$ cat config.mk
export PLATFORM = sky130hd
export DESIGN_NAME = frame_capture_sequencer_flat
export DESIGN_NICKNAME = d
export VERILOG_FILES = /design/src/rtl/frame_capture_sequencer_pkg.sv /design/src/rtl/frame_capture_sequencer_if.sv /design/src/rtl/frame_capture_sequencer_edge_det.sv /design/src/rtl/frame_capture_sequencer.sv /design/src/flat_wrapper.sv
export SDC_FILE = /design/constraint.sdc
export NUM_CORES = 1
export LEC_CHECK = 0
export CAP_MARGIN = 10
export CORE_ASPECT_RATIO = 0.9
export CORE_UTILIZATION = 40
export DETAILED_ROUTE_END_ITERATION = 6
export SYNTH_ARGS = -nofsm -noshare
export SYNTH_HDL_FRONTEND = slang
export SYNTH_SLANG_ARGS = --single-unit
export TNS_END_PERCENT = 10
$ cat constraint.sdc
create_clock -name iCLK -period 6.6 [get_ports iCLK]
set_input_delay 1.65 -clock iCLK [delete_from_list [all_inputs] [get_ports iCLK]]
set_output_delay 1.65 -clock iCLK [all_outputs]
set_load 0.005 [all_outputs]
$ cat src/rtl/frame_capture_sequencer_pkg.sv
// Shared types, defaults and helpers for the single-frame capture/readout sequencer.
package frame_seq_pkg;

    localparam int WORDS_PER_FRAME_DEF = 9600;       // 640*480/32 packed words
    localparam int LOAD_CYCLES_DEF     = 4;
    localparam int RD_LATENCY_DEF      = 2;
    localparam int TIMEOUT_CYCLES_DEF  = 50_000_000;

    // Binary state codes; the LEDR view is the one-hot expansion below.
    typedef enum logic [2:0] {
        ST_IDLE       = 3'd0,
        ST_LOAD       = 3'd1,
        ST_WAIT_FRAME = 3'd2,
        ST_CAPTURE    = 3'd3,
        ST_READY      = 3'd4,
        ST_FETCH      = 3'd5,
        ST_DONE       = 3'd6,
        ST_ERROR      = 3'd7
    } state_e;

    // Counter width able to hold the terminal word count itself.
    function automatic int cw_for(input int words);
        return $clog2(words + 1);
    endfunction

    // One-hot LEDR encoding; bits 9:8 are always zero.
    function automatic logic [9:0] state_led(input logic [2:0] st);
        logic [9:0] led;
        led = {2'b00, (8'd1 << st)};
        return led;
    endfunction

endpackage

$ cat src/rtl/frame_capture_sequencer_if.sv
// HPS / camera / SDRAM-side signal bundle of the frame capture sequencer.
interface frame_capture_sequencer_if #(
    parameter int CW = 14
);
    logic          iStart;
    logic          iAbort;
    logic          iFVAL;
    logic          iWr_Word;
    logic          iNext;
    logic [31:0]   iFifo_Data;
    logic          oCapture_En;
    logic          oFifo_Load;
    logic          oFifo_Rd;
    logic [31:0]   oData;
    logic          oValid;
    logic [CW-1:0] oWord_Cnt;
    logic          oDone;
    logic          oError;
    logic [9:0]    oState;

    // Environment side: drives requests and FIFO data, observes status.
    modport master (
        output iStart, iAbort, iFVAL, iWr_Word, iNext, iFifo_Data,
        input  oCapture_En, oFifo_Load, oFifo_Rd, oData, oValid,
               oWord_Cnt, oDone, oError, oState
    );

    // Sequencer side.
    modport slave (
        input  iStart, iAbort, iFVAL, iWr_Word, iNext, iFifo_Data,
        output oCapture_En, oFifo_Load, oFifo_Rd, oData, oValid,
               oWord_Cnt, oDone, oError, oState
    );
endinterface

$ cat src/rtl/frame_capture_sequencer_edge_det.sv
// Rising-edge detector with registered history. The first cycle after reset
// never reports an edge, so a level already high at reset exit is ignored.
module seq_edge_det (
    input  logic i_clk,
    input  logic i_rst_n,
    input  logic i_sig,
    output logic o_rise
);
    logic r_prev;
    logic r_armed;

    // Track the previous level and arm after the first post-reset cycle.
    always_ff @(posedge i_clk or negedge i_rst_n) begin
        if (!i_rst_n) begin
            r_prev  <= 1'b0;
            r_armed <= 1'b0;
        end else begin
            r_prev  <= i_sig;
            r_armed <= 1'b1;
        end
    end

    assign o_rise = r_armed & i_sig & ~r_prev;
endmodule

$ cat src/rtl/frame_capture_sequencer.sv
// Single-frame capture and readout controller: arms on an HPS start edge,
// captures one aligned camera frame into SDRAM, then serves it word by word.
module frame_capture_sequencer
    import frame_seq_pkg::*;
#(
    parameter int WORDS_PER_FRAME = WORDS_PER_FRAME_DEF,
    parameter int LOAD_CYCLES     = LOAD_CYCLES_DEF,
    parameter int RD_LATENCY      = RD_LATENCY_DEF,
    parameter int TIMEOUT_CYCLES  = TIMEOUT_CYCLES_DEF,
    parameter int CW              = cw_for(WORDS_PER_FRAME)
) (
    input  logic                iCLK,
    input  logic                iRST_N,
    frame_capture_sequencer_if.slave bus
);
    localparam logic [2:0]    S_IDLE       = ST_IDLE;
    localparam logic [2:0]    S_LOAD       = ST_LOAD;
    localparam logic [2:0]    S_WAIT_FRAME = ST_WAIT_FRAME;
    localparam logic [2:0]    S_CAPTURE    = ST_CAPTURE;
    localparam logic [2:0]    S_READY      = ST_READY;
    localparam logic [2:0]    S_FETCH      = ST_FETCH;
    localparam logic [2:0]    S_DONE       = ST_DONE;
    localparam logic [2:0]    S_ERROR      = ST_ERROR;
    localparam logic [CW-1:0] W_TERM       = CW'(WORDS_PER_FRAME);
    localparam logic [CW-1:0] CNT_ONE      = CW'(1);
    localparam logic [31:0]   T_LOAD_LAST  = 32'(LOAD_CYCLES - 1);
    localparam logic [31:0]   T_RD_LAST    = 32'(RD_LATENCY - 1);
    localparam logic [31:0]   T_TIMEOUT    = 32'(TIMEOUT_CYCLES);

    logic w_start_rise, w_fval_rise;
    logic [2:0]    r_state, w_state;
    logic [31:0]   r_tmo,   w_tmo;     // load length, frame timeout or read latency
    logic [CW-1:0] r_cnt,   w_cnt, w_cnt_inc;
    logic [31:0]   r_data,  w_data;
    logic          r_cap,   w_cap;
    logic          r_load,  w_load;
    logic          r_rd,    w_rd;
    logic          r_valid, w_valid;
    logic          r_done,  w_done;
    logic          r_err,   w_err;
    logic [9:0]    r_led;

    seq_edge_det u_start_edge (.i_clk(iCLK), .i_rst_n(iRST_N), .i_sig(bus.iStart), .o_rise(w_start_rise));
    seq_edge_det u_fval_edge  (.i_clk(iCLK), .i_rst_n(iRST_N), .i_sig(bus.iFVAL),  .o_rise(w_fval_rise));

    // Next-state and next-output logic; abort overrides every state.
    always_comb begin
        w_cnt_inc = (bus.iWr_Word && (r_cnt != W_TERM)) ? (r_cnt + CNT_ONE) : r_cnt;
        w_state   = r_state;
        w_tmo     = r_tmo + 32'd1;
        w_cnt     = r_cnt;
        w_cap     = r_cap;
        w_load    = 1'b0;
        w_rd      = 1'b0;
        w_data    = r_data;
        w_valid   = r_valid;
        w_done    = r_done;
        w_err     = r_err;
        if (bus.iAbort) begin
            w_state = S_IDLE;
            w_tmo   = 32'd0;
            w_cnt   = '0;
            w_cap   = 1'b0;
            w_valid = 1'b0;
            w_done  = 1'b0;
            w_err   = 1'b0;
        end else begin
            case (r_state)
                S_IDLE: begin
                    if (w_start_rise) begin
                        w_state = S_LOAD;
                        w_tmo   = 32'd0;
                        w_cnt   = '0;
                        w_load  = 1'b1;
                        w_valid = 1'b0;
                        w_done  = 1'b0;
                        w_err   = 1'b0;
                    end else begin
                        w_tmo = 32'd0;
                    end
                end
                S_LOAD: begin
                    if (r_tmo == T_LOAD_LAST) begin
                        w_state = S_WAIT_FRAME;
                        w_tmo   = 32'd0;
                    end else begin
                        w_load = 1'b1;
                    end
                end
                S_WAIT_FRAME: begin
                    if (w_fval_rise) begin
                        w_state = S_CAPTURE;
                        w_cap   = 1'b1;
                        w_tmo   = 32'd0;
                    end else if (w_tmo == T_TIMEOUT) begin
                        w_state = S_ERROR;
                        w_err   = 1'b1;
                    end else begin
                        w_state = S_WAIT_FRAME;
                    end
                end
                S_CAPTURE: begin
                    // The pulse arriving in the same cycle still counts toward the frame.
                    if (w_cnt_inc == W_TERM) begin
                        w_state = S_READY;
                        w_cap   = 1'b0;
                        w_cnt   = '0;
                    end else if (!bus.iFVAL) begin
                        w_state = S_ERROR;
                        w_cap   = 1'b0;
                        w_err   = 1'b1;
                        w_cnt   = w_cnt_inc;
                    end else begin
                        w_cnt = w_cnt_inc;
                    end
                end
                S_READY: begin
                    if (bus.iNext) begin
                        w_state = S_FETCH;
                        w_rd    = 1'b1;
                        w_valid = 1'b0;
                        w_tmo   = 32'd0;
                    end else begin
                        w_state = S_READY;
                    end
                end
                S_FETCH: begin
                    if (r_tmo == T_RD_LAST) begin
                        w_data  = bus.iFifo_Data;
                        w_valid = 1'b1;
                        w_cnt   = r_cnt + CNT_ONE;
                        if ((r_cnt + CNT_ONE) == W_TERM) begin
                            w_state = S_DONE;
                            w_done  = 1'b1;
                        end else begin
                            w_state = S_READY;
                        end
                    end else begin
                        w_state = S_FETCH;
                    end
                end
                S_DONE: begin
                    if (!bus.iStart) begin
                        w_state = S_IDLE;
                        w_done  = 1'b0;
                        w_cnt   = '0;
                    end else begin
                        w_state = S_DONE;
                    end
                end
                S_ERROR: begin
                    w_cap = 1'b0;
                    if (!bus.iStart) begin
                        w_state = S_IDLE;
                        w_cnt   = '0;
                    end else begin
                        w_state = S_ERROR;
                    end
                end
                default: begin
                    w_state = S_IDLE;
                    w_cap   = 1'b0;
                end
            endcase
        end
    end

    // State, counters and all outputs are registered together.
    always_ff @(posedge iCLK or negedge iRST_N) begin
        if (!iRST_N) begin
            r_state <= S_IDLE;
            r_tmo   <= 32'd0;
            r_cnt   <= '0;
            r_data  <= 32'd0;
            r_cap   <= 1'b0;
            r_load  <= 1'b0;
            r_rd    <= 1'b0;
            r_valid <= 1'b0;
            r_done  <= 1'b0;
            r_err   <= 1'b0;
            r_led   <= 10'b0000000001;
        end else begin
            r_state <= w_state;
            r_tmo   <= w_tmo;
            r_cnt   <= w_cnt;
            r_data  <= w_data;
            r_cap   <= w_cap;
            r_load  <= w_load;
            r_rd    <= w_rd;
            r_valid <= w_valid;
            r_done  <= w_done;
            r_err   <= w_err;
            r_led   <= state_led(w_state);
        end
    end

    assign bus.oCapture_En = r_cap;
    assign bus.oFifo_Load  = r_load;
    assign bus.oFifo_Rd    = r_rd;
    assign bus.oData       = r_data;
    assign bus.oValid      = r_valid;
    assign bus.oWord_Cnt   = r_cnt;
    assign bus.oDone       = r_done;
    assign bus.oError      = r_err;
    assign bus.oState      = r_led;
endmodule
$ cat src/flat_wrapper.sv
// flat-port wrapper written by rule: the top's interface ports become plain ports
module frame_capture_sequencer_flat import frame_seq_pkg::*;
#(
    parameter int WORDS_PER_FRAME = WORDS_PER_FRAME_DEF,
    parameter int LOAD_CYCLES     = LOAD_CYCLES_DEF,
    parameter int RD_LATENCY      = RD_LATENCY_DEF,
    parameter int TIMEOUT_CYCLES  = TIMEOUT_CYCLES_DEF,
    parameter int CW              = cw_for(WORDS_PER_FRAME)
)
  (iCLK, iRST_N, bus_iStart, bus_iAbort, bus_iFVAL, bus_iWr_Word, bus_iNext, bus_iFifo_Data, bus_oCapture_En, bus_oFifo_Load, bus_oFifo_Rd, bus_oData, bus_oValid, bus_oWord_Cnt, bus_oDone, bus_oError, bus_oState);
  frame_capture_sequencer_if #(.CW(CW)) bus_i ();
  input  logic iCLK;
  input  logic iRST_N;
  input wire logic [$bits(bus_i.iStart)-1:0] bus_iStart;
  input wire logic [$bits(bus_i.iAbort)-1:0] bus_iAbort;
  input wire logic [$bits(bus_i.iFVAL)-1:0] bus_iFVAL;
  input wire logic [$bits(bus_i.iWr_Word)-1:0] bus_iWr_Word;
  input wire logic [$bits(bus_i.iNext)-1:0] bus_iNext;
  input wire logic [$bits(bus_i.iFifo_Data)-1:0] bus_iFifo_Data;
  output wire logic [$bits(bus_i.oCapture_En)-1:0] bus_oCapture_En;
  output wire logic [$bits(bus_i.oFifo_Load)-1:0] bus_oFifo_Load;
  output wire logic [$bits(bus_i.oFifo_Rd)-1:0] bus_oFifo_Rd;
  output wire logic [$bits(bus_i.oData)-1:0] bus_oData;
  output wire logic [$bits(bus_i.oValid)-1:0] bus_oValid;
  output wire logic [$bits(bus_i.oWord_Cnt)-1:0] bus_oWord_Cnt;
  output wire logic [$bits(bus_i.oDone)-1:0] bus_oDone;
  output wire logic [$bits(bus_i.oError)-1:0] bus_oError;
  output wire logic [$bits(bus_i.oState)-1:0] bus_oState;
  assign bus_i.iStart = bus_iStart;
  assign bus_i.iAbort = bus_iAbort;
  assign bus_i.iFVAL = bus_iFVAL;
  assign bus_i.iWr_Word = bus_iWr_Word;
  assign bus_i.iNext = bus_iNext;
  assign bus_i.iFifo_Data = bus_iFifo_Data;
  assign bus_oCapture_En = bus_i.oCapture_En;
  assign bus_oFifo_Load = bus_i.oFifo_Load;
  assign bus_oFifo_Rd = bus_i.oFifo_Rd;
  assign bus_oData = bus_i.oData;
  assign bus_oValid = bus_i.oValid;
  assign bus_oWord_Cnt = bus_i.oWord_Cnt;
  assign bus_oDone = bus_i.oDone;
  assign bus_oError = bus_i.oError;
  assign bus_oState = bus_i.oState;
  frame_capture_sequencer #(.WORDS_PER_FRAME(WORDS_PER_FRAME), .LOAD_CYCLES(LOAD_CYCLES), .RD_LATENCY(RD_LATENCY), .TIMEOUT_CYCLES(TIMEOUT_CYCLES), .CW(CW)) u_core (.iCLK(iCLK), .iRST_N(iRST_N), .bus(bus_i));
endmodule
==> results of run 1 <==
==> routing by layer <==
| metal | track usage [%] | vias up |
|---|---|---|
| met3 | 7.26 | 13 |
| met1 | 31.0 | 2284 |
| li1 | - | 2219 |
| met2 | 30.2 | 200 |
| met4 | 6.90 | 0 |
| met5 | 0 | - |
==> flip-flops by register name (all words and copies together), names as in the netlist <==
register	flops
u_core.u_start_edge.r_prev	1
u_core.bus.oState	8
u_core.u_start_edge.r_armed	1
u_core.r_tmo	32
u_core.bus.oFifo_Load	1
u_core.bus.oWord_Cnt	14
u_core.bus.oDone	1
u_core.bus.oError	1
u_core.r_state	3
u_core.bus.oData	32
u_core.bus.oFifo_Rd	1
u_core.u_fval_edge.r_prev	1
u_core.bus.oValid	1
u_core.bus.oCapture_En	1
==> Yosys cell counts (6+ instances only) <==
master / number / area [µm²]
dfrtp_1: 97 / 2430
nor2_1: 61 / 229
mux2_2: 33 / 372
nand2_1: 31 / 116
xnor2_1: 29 / 254
clkbuf_1: 20 / 75.1
inv_1: 19 / 71.3
o21ai_0: 18 / 90.1
a21oi_1: 16 / 80.1
nor3_1: 16 / 80.1
nand3_1: 15 / 75.1
nand4_1: 15 / 93.8
and3_1: 13 / 81.3
nor4_1: 12 / 75.1
xor2_1: 10 / 87.6
and4_1: 8 / 70.1
o31ai_1: 8 / 60.1
buf_2: 7 / 35.0
a31oi_1: 6 / 37.5
==> cells in the final DEF (no fill, tap or decap), types with 6 or more instances in the layout <==
cell type	count
and3_1	13
nor2_1	60
a21oi_1	16
o21ai_0	18
clkdlybuf4s50_1	97
nand2_1	31
nor3_1	16
clkbuf_16	9
inv_1	19
a31oi_1	6
nand3_1	15
nor4_1	12
o31ai_1	8
xnor2_1	29
xor2_1	10
dfrtp_1	97
nand4_1	15
and4_1	8
mux2_2	33
==> metrics by stage <==
step	power, mW	std cells	utilization (%)	hold slack [ns]
floorplan	0.718	565	-	0.486
global placement	0.807	819	49.5	0.489
detailed placement	0.808	819	49.5	0.495
CTS	1.38	834	51.8	0.512
global route	1.41	834	51.8	0.532
finish	1.36	834	51.8	0.508
==> where the power goes <==
group | leakage (nW) | switching [mW] | total, mW | internal [mW]
clock | 0.150 | 0.227 | 0.558 | 0.332
sequential | 1.32 | 0.0152 | 0.636 | 0.621
combinational | 1.25 | 0.0823 | 0.160 | 0.0779
total | 2.72 | 0.324 | 1.36 | 1.03
==> kinds of logic (layout without fill, tap and decap cells) <==
group,after synthesis,count (layout),synth area share [%]
and+or+nand+nor,227,227,23.8
AOI/OAI and AO/OA,102,102,14.0
DFF,98,98,43.4
buffers and inverters,57,137,4.67
xor gates and xnor gates,39,39,6.05
muxes,34,34,6.75
adders and majority gates,5,5,1.11
other,2,3,0.133
==> area by class of cell <==
class	instances	area, µm²
clock buffer	11	233
clock inverter	4	77.6
multi-input combinational	410	2940
inverter	20	75.1
sequential	98	2450
fill	1236	6540
timing repair buffer	102	1010
tap	189	236
==> critical path: stages <==
cell and delay (ns):
clkdlybuf4s50_1 0.66, o21ai_0 0.15, a211o_1 0.31, nor4_4 0.34, a31oi_2 0.24, a32oi_1 0.23
buf_4 0.23, nor2_1 0.07, a211o_1 0.26
==> worst paths after layout <==
| check | to | slack [ns] | from | cells after the start |
|---|---|---|---|---|
| worst max register to register | u_core.bus.oState[7] | 3.12 | u_core.r_tmo[8] | 8 |
| worst min-delay path | u_core.bus.oData[28] | 0.51 | u_core.bus.oData[28] | 1 |
| worst max-delay path | u_core.bus.oWord_Cnt[7] | 2.69 | bus_iWr_Word | 9 |
| worst min register to register | u_core.bus.oData[28] | 0.51 | u_core.bus.oData[28] | 1 |
| max in group asynchronous | u_core.bus.oData[1] | 4.19 | iRST_N | 2 |
| min in group asynchronous | u_core.bus.oWord_Cnt[4] | 1.26 | iRST_N | 1 |
==> metrics.md, run 1 <==
| Metric | Value |
|---|---|
| Die Y-Extent | `115 µm` |
| Hpwl dp | `10.8 mm` |
| Crit path max fanout | `11` |
| Grt total ovfl | `0` |
| Num CTS Buffers | `9` |
| DRC | `0` |
| Initial DRC Count | `roughly 330` |
| LEAKAGE | `approximately 2.7 nW` |
| Met3 Routed Length | `1.40 mm` |
| Io pins | `101` |
| Clock period minus worst slack | `a little under 4 ns` |
| Total Wirelength | `roughly 15 mm` |
| Overall Global Routing Usage | `21.5%` |
| Initial antenna violation count | `0` |
| DR vias/cell | `5.65` |
| Max-cap violation count | `0` |
| Max clock buf depth | `2` |
| CORE AREA | `0.0136 mm²` |
| Pre-CTS setup slack | `2.31 ns` |
| Root Buffer | `clkbuf_16` |
| Area Overhead vs Synth | `24.4%` |
| DR top layer | `met4` |
| Mapped Avg Cell Area | `10.0 µm²` |
| Worst-margin pin slew | `roughly 0.8 ns` |
| CP Launch Type | `input pin` |
| Post-route setup slack | `2.69 ns` |
| M1 WL | `just over 7 mm` |
| Crit path arrival time | `4.15 ns` |
| Final Slew Violations | `0` |
| Post-synth EDFFs | `0` |
| Synth Instances | `564` |
| Die X | `127 µm` |
| Req. time, crit path | `6.84 ns` |
| Post-DRT Antenna Nets | `0` |
| N_diodes | `0` |
| Vias in the first global route | `4,626` |
| Power density cells | `slightly below 200 mW/mm²` |
| Placer Congestion | `0.888` |
| Post-CTS sizing | `0` |
| Fin Clk Skew | `0.00988 ns` |
| Port buffer count | `between 90 and 100` |
| CP endpoint kind | `flip-flop` |
| Initial Utilization | `between 40% and 50%` |
| Final Cycle Share | `59.3%` |
| Nets@finish | `685` |
| Post-CTS Setup Bufs | `0` |
| #FFs+latches synth | `98` |
| Status | `finished clean` |
| Via count | `4,716` |
| Share of layout cells above drive strength 1 | `13.6%` |
| Post-Syn Area | `about 0.0057 mm²` |
| Met2 wire length | `slightly above 6 mm` |
| Final-report hold violation count | `0` |
| Ys async rst share | `100%` |
| Setup CP Type | `in -> reg` |
| Worst Hold Class | `reg -> reg` |
| Global-route wire length before repair | `24.3 mm` |
| Ys flop type | `dfrtp_1` |
| Peak Freq | `255 MHz` |
| Final setup fails | `0` |
| VDD IR max | `165 µV` |
| CTS tree | `yes` |
| Final Cell Area | `about 0.0070 mm²` |
| Setup TNS | `0 ns` |
| RSZ-0062 raised after global routing | `no` |
| CTS H-tree depth | `3` |
| Post-DP Area | `0.00672 mm²` |
| Hold buffers post-CTS | `0` |
| Clock sink count | `98` |
| Unique masters post-synth | `81` |
| WL/cell | `17.6 µm` |
| Clock latency on the worst-skew pair | `0.35 ns` |
| Ys Warns | `0` |
| Rows | `40` |
| Slew HR | `46.4%` |
| Clock Pin Slew Worst Setup and Hold Paths | `~0.070 ns` |
| DRT Pass-1 Iters | `6` |
| Register area share after synthesis | `43.4%` |
| Largest net degree at the start of global routing | `61` |
| Die area | `approximately 0.015 mm²` |
Note: power is estimated with default switching activity, not from simulation.
==> inputs of run 2 (changes only) <==
Settings changed: PLACE_DENSITY from default to 0.66.
Clock period 6.6 ns to 3.2 ns, I/O delays scaled along.
==> metrics.md, run 2 (synthesis results as in run 1) <==
| Metric | Value |
|---|---|
| Status | `finished clean` |
| CTS tree | `yes` |
| N_diodes | `0 (unchanged)` |
| Final setup fails | `0 (unchanged)` |
| Max clock buf depth | `2 (unchanged)` |
| Crit path arrival time | `3.28 ns (-0.87 ns)` |
| Hold WS | `0.506 ns (-0.00171 ns)` |
| Crit path max fanout | `7 (-4)` |
| DRT Pass-1 Iters | `4 (-2)` |
| Post-DRT Antenna Nets | `0 (unchanged)` |
| Io pins | `101 (unchanged)` |
| Power Total | `2.76 mW (+100%)` |
| Most common library cell in the layout ignoring fill and taps | `clkdlybuf4s50_1` |
| Root Buffer | `clkbuf_16` |
| Clock Pin Slew Worst Setup and Hold Paths | `0.08 ns (about the same)` |
| CTS H-tree depth | `3 (unchanged)` |
| Post-DP Area | `0.00709 mm² (+5.6%)` |
| Clock period minus worst slack | `3.02 ns` |
| Fin cells | `884 (+6.0%)` |
| Req. time, crit path | `3.46 ns (-3.38 ns)` |
| Max-cap violation count | `0 (unchanged)` |
| Area Overhead vs Synth | `32.0%` |
| Global-route wire length before repair | `24.6 mm (+1.2%)` |
| CORE AREA | `0.0136 mm² (unchanged)` |
| Clock sink count | `98 (unchanged)` |
| Final Slew Violations | `0 (unchanged)` |
| Clock latency on the worst-skew pair | `0.36 ns (about the same)` |
| FILL cells | `1,196 (-3.2%)` |
| Final Cycle Share | `94.5%` |
| Die X | `127 µm (unchanged)` |
| Area occupied by multi-input gates | `0.00299 mm² (+1.5%)` |
| Initial Utilization | `41.7% (unchanged)` |
| Share of layout cells above drive strength 1 | `21.3% (+7.7 points)` |
| Num CTS Buffers | `9 (unchanged)` |
| Die area | `0.0146 mm² (unchanged)` |
| LEAKAGE | `2.98 nW (+9.7%)` |
| WL/cell | `17.1 µm (-2.4%)` |
| RSZ-0062 raised after global routing | `no` |
| Slew HR | `47.7% (+1.3 points)` |
| Hpwl dp | `11.2 mm (+4.1%)` |
| Via count | `4,894 (+3.8%)` |
| Final Cell Area | `0.00746 mm² (+6.2%)` |
| Dpl cells | `866 (+5.7%)` |
| Initial DRC Count | `355 (+9.2%)` |
| Worst-margin pin slew | `0.784 ns (-0.0141 ns)` |
| Setup CP Type | `reg -> reg` |
| Post-layout util | `55.0% (+3.2 points)` |
| Register Area | `0.00246 mm² (+0.15%)` |
| Power density cells | `371 mW/mm² (+92%)` |
| Die Y-Extent | `115 µm (unchanged)` |
| Leading cell types in the layout, fill and taps excluded | `clkdlybuf4s50_1 (97), dfrtp_1 (94), nor2_1 (59), buf_4 (52), mux2_2 (33)` |
| Total Wirelength | `15.1 mm (+3.4%)` |
| Largest net degree at the start of global routing | `61 (unchanged)` |
| DR vias/cell | `5.54 (-2.1%)` |
| Nets@finish | `734 (+7.2%)` |
| Grt total ovfl | `0 (unchanged)` |
| DRC | `0 (unchanged)` |
| Initial antenna violation count | `0 (unchanged)` |
| Worst Hold Class | `in -> async` |
| Placer Congestion | `0.928 (+4.5%)` |
| Overall Global Routing Usage | `21.4% (-0.090 points)` |
| Final-report hold violation count | `0 (unchanged)` |
| VDD IR max | `285 µV (+73%)` |
| Rows | `40 (unchanged)` |
| CP Launch Type | `flip-flop` |
| Hold buffers post-CTS | `0 (unchanged)` |
| CP endpoint kind | `flip-flop` |
| Peak Freq | `about 330 MHz` |
| Fin Clk Skew | `0.00995 ns (+0.0000765 ns)` |
| Vias in the first global route | `4,713 (+1.9%)` |
| Port buffer count | `98 (unchanged)` |
## run 2: critical path, cell delays in order (launching register included)
cell and delay, ns:
dfrtp_1 0.44, ha_1 0.29, and3_1 0.28, a211oi_1 0.26, o211a_1 0.16, o22ai_1 0.10
or4_4 0.57, nor4_4 0.38, a211oi_4 0.16, nor4bb_1 0.27
## run 2: final cells by class
type / count / share of cell area [%]
inverter: 20 / 1.01
timing repair buffer: 151 / 18.8
multi-input combinational: 410 / 40.1
sequential: 98 / 32.9
tap: 189 / 3.17
clock buffer: 9 / 3.02
clock inverter: 7 / 1.02
## run 2: layer usage
metal / wire length [µm] / vias to the layer above / global-route usage [%]
met3: 957 / 13 / 4.51
met2: 6880 / 159 / 32.6
li1: - / 2309 / -
met4: 176 / 0 / 6.43
met5: 0 / - / 0
met1: 7130 / 2413 / 30.7
## run 2: what timing repair did
action / CTS / global route
gates resized for setup: 0 / 11
setup buffers: 0 / 2
endpoints found under the setup margin: 0 / 10
## run 2: final timing paths
path	slack [ns]	from	end	cells past startpoint
worst max-delay path	0.18	u_core.r_tmo[0]	u_core.bus.oState[4]	9
worst min-delay path	0.51	iRST_N	u_core.bus.oWord_Cnt[4]	1
worst max register to register	0.18	u_core.r_tmo[0]	u_core.bus.oState[4]	9
worst min register to register	0.51	u_core.bus.oData[1]	u_core.bus.oData[1]	1
max in group asynchronous	1.91	iRST_N	u_core.bus.oState[0]	2
min in group iCLK	0.51	u_core.bus.oData[1]	u_core.bus.oData[1]	1
## run 2: power by group
part	internal, mW	switching, mW	total [mW]
registers	1.28	0.0306	1.31
logic	0.183	0.174	0.357
clock network	0.556	0.541	1.10
total	2.02	0.746	2.76
## run 2: per-stage QoR
| step | TNS, ns | worst slack, ns |
|---|---|---|
| 2_1_floorplan | 0 | 0.399 |
| 6_report | 0 | 0.176 |
| 5_1_grt | 0 | 0.0222 |
| 3_5_place_dp | -0.464 | -0.144 |
| 4_1_cts | 0 | 0.0951 |
| 3_3_place_gp | 0 | 0.00198 |
==> inputs of run 3 (changes only) <==
Settings changed: SLEW_MARGIN from default to 30.
==> results of run 3 <==
No change in the layout: final DEF, timing and power equal those of run 2.
